<file path="src/rtl/multicycle_adder.sv">
// Multi-cycle ripple adder: adds two WIDTH-bit operands plus a carry-in,
// SLICE bits per clock, over N = WIDTH/SLICE RUN cycles.
//
// Ports
//   clk    : single clock, all state updates on the rising edge
//   rst_n  : synchronous active-low reset
//   start  : begin an addition (accepted only while busy is low)
//   A, B   : operands, latched when start is accepted
//   Cin    : carry input, latched when start is accepted
//   busy   : high exactly while in RUN
//   done   : one-cycle pulse, high exactly in DONE (results valid)
//   Sum    : (A + B + Cin) mod 2^WIDTH, held until the next completion
//   Cout   : carry out of bit WIDTH-1
//   Ovf    : signed overflow (carry into MSB XOR carry out of MSB)
//
// Timing: start accepted at edge T -> busy for cycles T+1..T+N, done in T+N+1.
// A start seen in DONE re-enters RUN directly, giving a period of N+1 cycles.
module multicycle_adder #(
    parameter int unsigned WIDTH = 16,
    parameter int unsigned SLICE = 4
) (
    input  logic             clk,
    input  logic             rst_n,
    input  logic             start,
    input  logic [WIDTH-1:0] A,
    input  logic [WIDTH-1:0] B,
    input  logic             Cin,
    output logic             busy,
    output logic             done,
    output logic [WIDTH-1:0] Sum,
    output logic             Cout,
    output logic             Ovf
);

    localparam int unsigned N    = WIDTH / SLICE;
    // Keep the index at least one bit wide so N == 1 still elaborates.
    localparam int unsigned IdxW = (N > 1) ? $clog2(N) : 1;
    localparam logic [IdxW-1:0] LastIdx = IdxW'(N - 1);

    typedef enum logic [1:0] {
        StIdle,
        StRun,
        StDone
    } state_e;

    state_e           state_q, state_d;
    logic [WIDTH-1:0] a_q, a_d;
    logic [WIDTH-1:0] b_q, b_d;
    logic             carry_q, carry_d;
    logic [IdxW-1:0]  idx_q, idx_d;
    logic [WIDTH-1:0] part_q, part_d;
    logic [WIDTH-1:0] sum_q, sum_d;
    logic             cout_q, cout_d;
    logic             ovf_q, ovf_d;

    // Slice datapath
    int unsigned      base;
    logic [SLICE-1:0] a_sl;
    logic [SLICE-1:0] b_sl;
    logic [SLICE:0]   slice_full;
    logic             c_into_msb;
    logic             accept;
    logic             last;

    always_comb begin
        base       = 32'(idx_q) * SLICE;
        a_sl       = a_q[base +: SLICE];
        b_sl       = b_q[base +: SLICE];
        slice_full = {1'b0, a_sl} + {1'b0, b_sl} + {{SLICE{1'b0}}, carry_q};
        // Carry into the slice MSB recovered from its sum bit; only meaningful
        // for the last slice, where it is the carry into bit WIDTH-1.
        c_into_msb = slice_full[SLICE-1] ^ a_sl[SLICE-1] ^ b_sl[SLICE-1];
        last       = (idx_q == LastIdx);
        accept     = start && (state_q != StRun);
    end

    always_comb begin
        state_d = state_q;
        a_d     = a_q;
        b_d     = b_q;
        carry_d = carry_q;
        idx_d   = idx_q;
        part_d  = part_q;
        sum_d   = sum_q;
        cout_d  = cout_q;
        ovf_d   = ovf_q;

        unique case (state_q)
            StIdle, StDone: begin
                if (accept) begin
                    a_d     = A;
                    b_d     = B;
                    carry_d = Cin;
                    idx_d   = '0;
                    state_d = StRun;
                end else begin
                    state_d = StIdle;
                end
            end
            StRun: begin
                part_d[base +: SLICE] = slice_full[SLICE-1:0];
                carry_d               = slice_full[SLICE];
                if (last) begin
                    // Results become visible only when entering DONE.
                    idx_d   = '0;
                    sum_d   = part_d;
                    cout_d  = slice_full[SLICE];
                    ovf_d   = slice_full[SLICE] ^ c_into_msb;
                    state_d = StDone;
                end else begin
                    idx_d = idx_q + IdxW'(1);
                end
            end
            default: state_d = StIdle;
        endcase
    end

    always_ff @(posedge clk) begin
        if (!rst_n) begin
            state_q <= StIdle;
            a_q     <= '0;
            b_q     <= '0;
            carry_q <= 1'b0;
            idx_q   <= '0;
            part_q  <= '0;
            sum_q   <= '0;
            cout_q  <= 1'b0;
            ovf_q   <= 1'b0;
        end else begin
            state_q <= state_d;
            a_q     <= a_d;
            b_q     <= b_d;
            carry_q <= carry_d;
            idx_q   <= idx_d;
            part_q  <= part_d;
            sum_q   <= sum_d;
            cout_q  <= cout_d;
            ovf_q   <= ovf_d;
        end
    end

    assign busy = (state_q == StRun);
    assign done = (state_q == StDone);
    assign Sum  = sum_q;
    assign Cout = cout_q;
    assign Ovf  = ovf_q;

endmodule

</file>
<file path="config.mk">
export PLATFORM = sky130hd
export DESIGN_NAME = multicycle_adder
export DESIGN_NICKNAME = d
export VERILOG_FILES = /design/src/rtl/multicycle_adder.sv
export SDC_FILE = /design/constraint.sdc
export NUM_CORES = 1
export LEC_CHECK = 0
export ABC_CLOCK_PERIOD_IN_PS = 5900
export CORE_MARGIN = 4
export CORE_UTILIZATION = 30
export CTS_BUF_LIST = sky130_fd_sc_hd__clkbuf_8
export DETAILED_ROUTE_END_ITERATION = 6
export HOLD_SLACK_MARGIN = 0.12
export PLACE_DENSITY_LB_ADDON = 0.1
export SLEW_MARGIN = 15
export SYNTH_ARGS = -nofsm -noshare
export SYNTH_HDL_FRONTEND = slang
export SYNTH_SLANG_ARGS = --single-unit
</file>
<file path="constraint.sdc">
create_clock -name clk -period 5.9 [get_ports clk]
set_input_delay 1.77 -clock clk [delete_from_list [all_inputs] [get_ports clk]]
set_output_delay 1.77 -clock clk [all_outputs]
set_load 0.005 [all_outputs]
</file>
==> results of run 1 <==
## through the flow
| stage | cell area, um2 | utilization [%] | cells |
|---|---|---|---|
| final | 4110 | 39.3 | 536 |
| after global routing | 4110 | 39.3 | 536 |
| after CTS | 4110 | 39.3 | 536 |
| after detailed placement | 3910 | 37.4 | 520 |
| after global placement | 3900 | 37.2 | 519 |
| after floorplan | 3260 | - | 352 |
## power groups by stage
stage	sequential [uW]	combinational (uW)	clock (uW)
3_5_place_dp	518	150	0
6_report	506	149	385
4_1_cts	506	151	401
5_1_grt	509	165	423
3_3_place_gp	518	148	0
2_1_floorplan	513	96.2	0
## flip-flops by register name, summed over array words and instances, names as in the netlist, 2 cells and up
register  flops
part_q       16
Sum          16
a_q          16
b_q          16
idx_q         2
state_q       2
## worst max-delay path: stages (launching register included)
cell and delay (ps):
dfxtp_1 380, nand2b_1 150, inv_2 330, clkdlybuf4s50_1 580
## kinds of logic (layout without fill, tap and decap cells)
logic type                 count (synthesis)  after routing
and+or+nand+nor                          132            132
AOI/OAI and AO/OA                         96             96
DFF                                       71             71
xor gates and xnor gates                   4              4
muxes                                      8              8
adders and majority gates                 11             11
buffers and inverters                     30             78
## final cells by class
cell class	instances	area, um2
flip-flops and latches	71	1420
repair buffers	59	583
fillers	1089	6350
multi-input cells	251	1730
clock inverters	7	72.6
well taps	136	170
inverters	3	11.3
clock buffers	9	124
## routing by layer
metal	wire length [um]	up-vias	part of all wire [%]	track usage, %
li1	-	1306	-	-
met1	3860	1168	52	18.0
met2	3100	61	42	17.9
met3	376	8	5.1	3.45
met4	98	0	1.3	3.37
met5	0	-	0	0
## how the worst min path moves through the flow
stage	slack [ps]	endpoint	depth (start not counted)	startpoint
after floorplan	430	a_q[10]$_SDFFE_PN0P_	2	a_q[10]$_SDFFE_PN0P_
after global placement	440	b_q[1]$_SDFFE_PN0P_	2	b_q[1]$_SDFFE_PN0P_
after detailed placement	440	b_q[9]$_SDFFE_PN0P_	2	b_q[9]$_SDFFE_PN0P_
after CTS	450	b_q[9]$_SDFFE_PN0P_	2	b_q[9]$_SDFFE_PN0P_
after global routing	480	a_q[10]$_SDFFE_PN0P_	2	a_q[10]$_SDFFE_PN0P_
final	450	a_q[7]$_SDFFE_PN0P_	2	a_q[7]$_SDFFE_PN0P_
## cell usage in the layout (no fill, tap or decap), types with 2 or more instances in the layout
cell type	netlist	final
a21boi_0	4	4
ha_1	9	9
a22oi_1	6	6
a21boi_1	28	28
nor2b_1	36	35
nor3_2	2	2
mux4_2	8	8
nand2b_1	2	2
a32oi_1	12	12
o211a_1	13	13
clkbuf_8	0	9
inv_2	2	2
and2_1	4	3
inv_1	1	2
buf_4	1	3
clkinv_4	0	2
a21o_1	2	2
fa_1	2	2
nand2_1	83	83
o21ai_0	7	7
clkdlybuf4s50_1	0	54
dfxtp_1	71	71
a21oi_1	24	24
==> key figures, run 1 <==
Clock tree
  • Worst-path clk slew: 90 ps
  • Hold_buf cts: 0
  • Number of CTS-inserted buffers: 9
  • CTS tree: built
  • H-tree Lvls: 3
  • Post-CTS Resized: 0
  • Longest Clk Path Bufs: 2
  • CTS root buffer: clkbuf_8
  • Clock Latency Late Sink: between 300 and 400 ps
  • Post-CTS Setup Bufs: 0
  • Clk sinks: 71

Routing
  • Via count normalized by instance count: 4.74
  • ANT nets after route: 0
  • Pre-antenna DRT Iters: 5
  • DRT Wirelength: 7440 um
  • Initial DRC count: 165
  • Wire per inst: 13.9 um
  • Via count: 2,543
  • DRC viols: 0

Logic synthesis
  • Register bit count reported by yosys: 71
  • Share of the synthesized area in the top cell type: 43.5%
  • Area leader, netlist: dfxtp_1
  • Xor and xnor area share after synthesis: 1.72%
  • Multiplexer area fraction after synthesis: 5.52%
  • Ys async rst share: 0%
  • Number of distinct library cells after synthesis: 32
  • Post-synth net total: 399
  • Primary FF master, synth: dfxtp_1
  • Count leader, synth: nand2_1
  • Post-synth top cells: nand2_1, dfxtp_1, nor2b_1
  • Syn avg cell area: roughly 9.3 um2
  • Post-synthesis sequential area ratio: 43.5%
  • Post-synth EDFFs: 0
  • Main combinational cell family by area after synthesis: compound AO/OA/AOI/OAI gates
  • Yosys warns: 0
  • Compound-Gate Fraction of Synth Area: 21.2%
  • Post-Synth Simple-Gate Area: 19.7%
  • Synthesized area: 3260 um2
  • Post-synthesis adder-cell area fraction: around 4.7%
  • Top cells by area, synth: dfxtp_1, nand2_1, nor2b_1
  • Mapped Cells: 352

Worst setup path
  • Worst EP required: 4130 ps
  • CP max FO: 22
  • FF-to-FF setup slack: 2480 ps
  • Startpoint Class: flop
  • Reg2reg end: Ovf$_SDFFE_PN0P_
  • WP data arrival: 1780 ps
  • Worst reg2reg path depth: 9
  • Critical path origin: state_q[0]$_SDFFE_PN0P_
  • WS Path Type: flop to primary output
  • Crit. End Element: primary output
  • Worst r2r src: idx_q[0]$_SDFFE_PN0P_
  • Worst Setup EP: busy

STA
  • Final setup margin: between 2000 and 2500 ps
  • RSZ-0062 raised after global routing: no
  • Slew margin rel.: 28.3%
  • Final hold slack: 454 ps
  • Final setup vio count: 0
  • F_max: 281 MHz
  • Hold Vio Cnt, Final: 0
  • Fin. max-slew vios: 0
  • Final TNS setup: 0 ps
  • Clock skew: 16.5 ps
  • Final Critical Period: 3550 ps
  • Least-Margin Pin Slew: 1080 ps
  • Period utilization: 60.2%

Global route
  • Tot GR Track Use: 12.3%
  • Number of global-route vias before repair: 2,500
  • First-pass GRT wire length: 12,700 um
  • Initial antenna violation count: 0
  • Total global routing overflow: 0
  • Largest net degree at the start of global routing: 72

Pwr
  • Pwr/cell area: 253 nW/um2
  • Power, Total: 1040 uW
  • Logic pwr share: 14.3%
  • Maximum vdd drop: 0.122 mV
  • Switching Fraction: between 20% and 30%
  • Sequential power share: 48.7%
  • Cell Int Power: 761 uW
  • NetSw: 279 uW
  • Clk pwr share: 37.0%
  • LEAKAGE: 0.00165 uW

Place
  • Setup WS pre-CTS: 2490 ps
  • Port Buf Inserts: 55
  • DPL Wire Length: 5120 um
  • GPL Wtd Cong: 0.724

Die
  • Die X: between 100 and 150 um
  • Full die area: 12,600 um2
  • Die height: 112 um
  • IO Count: 56
  • Initial core utilization: 31.2%
  • Core footprint: 10,500 um2
  • Row count: 37

Layout
  • Share of post-route cells with drive strength above 1: 9.00%
  • Area delta synth->final: 25.9%
  • Nets: 442
  • Antenna diodes: 0

Worst hold path
  • Worst Hold Class: flop to flop

Status
  • Status: completed

Run
  • Max_cap viols: 0
Note: power is estimated with default switching activity, not from simulation.
==> run 2, diff against run 1 <==
- ABC_CLOCK_PERIOD_IN_PS: 5900 -> 2950
- clock period: 5.9 -> 2.95 ns (I/O delays scaled with it)
==> key figures, run 2 (same netlist as run 1, synthesis figures left out) <==
Place
  • Placed insts: 527
  • DPL Wire Length: around 5700 um
  • Port Buf Inserts: 55
  • GPL Wtd Cong: slightly below 0.8

Global route
  • Tot GR Track Use: 13.1%
  • First-pass GRT wire length: 13,300 um
  • Largest net degree at the start of global routing: 39
  • Initial antenna violation count: 0
  • Total global routing overflow: 0
  • Number of global-route vias before repair: about 2,600

Routing
  • Met3 routed WL: between 300 and 400 um
  • ANT nets after route: 0
  • Via count normalized by instance count: 4.76
  • DRT Wirelength: 8010 um
  • Via count: 2,584
  • Top routing layer used: met4
  • Pre-antenna DRT Iters: 4
  • DRC viols: 0
  • Routed wire length on met2: 3420 um
  • Wire per inst: 14.7 um
  • Initial DRC count: 112
  • DRT met1 WL: between 4000 and 5000 um

Clock tree
  • H-tree Lvls: 3
  • Hold_buf cts: 0
  • Number of CTS-inserted buffers: 9
  • Post-CTS Resized: 0
  • CTS tree: built
  • Clk sinks: 71
  • Clock Latency Late Sink: 340 ps
  • Post-CTS Setup Bufs: 0
  • CTS root buffer: clkbuf_8
  • Longest Clk Path Bufs: 2
  • Worst-path clk slew: 80 ps

STA
  • Final Critical Period: 2820 ps
  • Final setup vio count: 0
  • F_max: 355 MHz
  • Slew margin rel.: 59.3%
  • Final TNS setup: 0 ps
  • Final hold slack: 450 ps
  • Period utilization: 95.5%
  • RSZ-0062 raised after global routing: no
  • Clock skew: 11.1 ps
  • Fin. max-slew vios: 0
  • Least-Margin Pin Slew: 610 ps
  • Hold Vio Cnt, Final: 0

Die
  • Die height: 112 um
  • Core footprint: 10,500 um2
  • IO Count: 56
  • Row count: 37
  • Die X: ~110 um
  • Initial core utilization: 31.2%
  • Full die area: 12,600 um2

Layout
  • Non-Filler Instances: 543
  • Nets: 449
  • Share of post-route cells with drive strength above 1: between 10% and 20%
  • Area delta synth->final: 29.9%
  • Commonest cells after routing, fill and taps aside: nand2_1, dfxtp_1, clkdlybuf4s50_1
  • Layout fillers: ~1,100
  • Leading cell type in the layout, fill and taps excluded: nand2_1
  • Antenna diodes: 0

Worst setup path
  • WS Path Type: flop to flop
  • CP max FO: 4
  • Startpoint Class: flop
  • FF-to-FF setup slack: 130 ps
  • Worst EP required: 3170 ps
  • Reg2reg end: Ovf$_SDFFE_PN0P_
  • Worst Setup EP: Ovf$_SDFFE_PN0P_
  • Worst reg2reg path depth: 8
  • Crit. End Element: flop
  • WP data arrival: between 3000 and 4000 ps
  • Worst r2r src: idx_q[0]$_SDFFE_PN0P_
  • Critical path origin: idx_q[0]$_SDFFE_PN0P_

Worst hold path
  • Worst Hold Class: flop to flop
  • Hold depth: 2

Pwr
  • Pwr/cell area: 555 nW/um2
  • LEAKAGE: 0.00173 uW
  • Maximum vdd drop: between 0.2 and 0.3 mV

Run
  • Max_cap viols: 0

Status
  • Status: completed
run 2: stage by stage:
stage / utilization, % / area, um2 / setup slack, ps / total power, uW
after floorplan: - / 3270 / 90.1 / 1220
after global placement: 37.9 / 3970 / 233 / 1340
after detailed placement: 37.9 / 3970 / 186 / 1340
after CTS: 40.5 / 4240 / 138 / 2390
after global routing: 40.5 / 4240 / 1.09 / 2460
final: 40.5 / 4240 / 133 / 2350
run 2: worst min path at each step:
stage | to | slack [ps] | from
5_1_grt | a_q[5]$_SDFFE_PN0P_ | 480 | a_q[5]$_SDFFE_PN0P_
2_1_floorplan | a_q[10]$_SDFFE_PN0P_ | 430 | a_q[10]$_SDFFE_PN0P_
4_1_cts | b_q[11]$_SDFFE_PN0P_ | 450 | b_q[11]$_SDFFE_PN0P_
6_report | b_q[11]$_SDFFE_PN0P_ | 450 | b_q[11]$_SDFFE_PN0P_
3_3_place_gp | b_q[13]$_SDFFE_PN0P_ | 440 | b_q[13]$_SDFFE_PN0P_
3_5_place_dp | b_q[11]$_SDFFE_PN0P_ | 440 | b_q[11]$_SDFFE_PN0P_
run 2: cell type report:
cell class / instances / area (um2) / area share, %
multi-input combinational: 251 / 1730 / 40.7
clock buffer: 10 / 138 / 3.25
sequential: 71 / 1420 / 33.5
tap: 136 / 170 / 4.01
inverter: 3 / 11.3 / 0.266
clock inverter: 6 / 133 / 3.13
timing repair buffer: 66 / 641 / 15.1
run 2: routing by layer:
metal  GRT usage (%)  vias to the layer above
met1            18.7                     1205
met3            3.29                       13
li1                -                     1313
met5               0                        -
met2            19.3                       53
met4            4.33                        0
run 2: report_power, final:
part	internal [uW]	total [uW]	leakage [uW]	switching, uW
clock network	669	1030	0.000138	364
registers	992	1010	0.000578	19.0
logic	144	309	0.00101	165
run 2: critical path, cell delays in order (launching register included):
cell and delay [ps]:
dfxtp_2 380, mux4_2 540, fa_1 450, fa_1 430
a21o_1 180, a21oi_1 220, xnor3_1 260, xnor2_1 160
a21oi_1 80
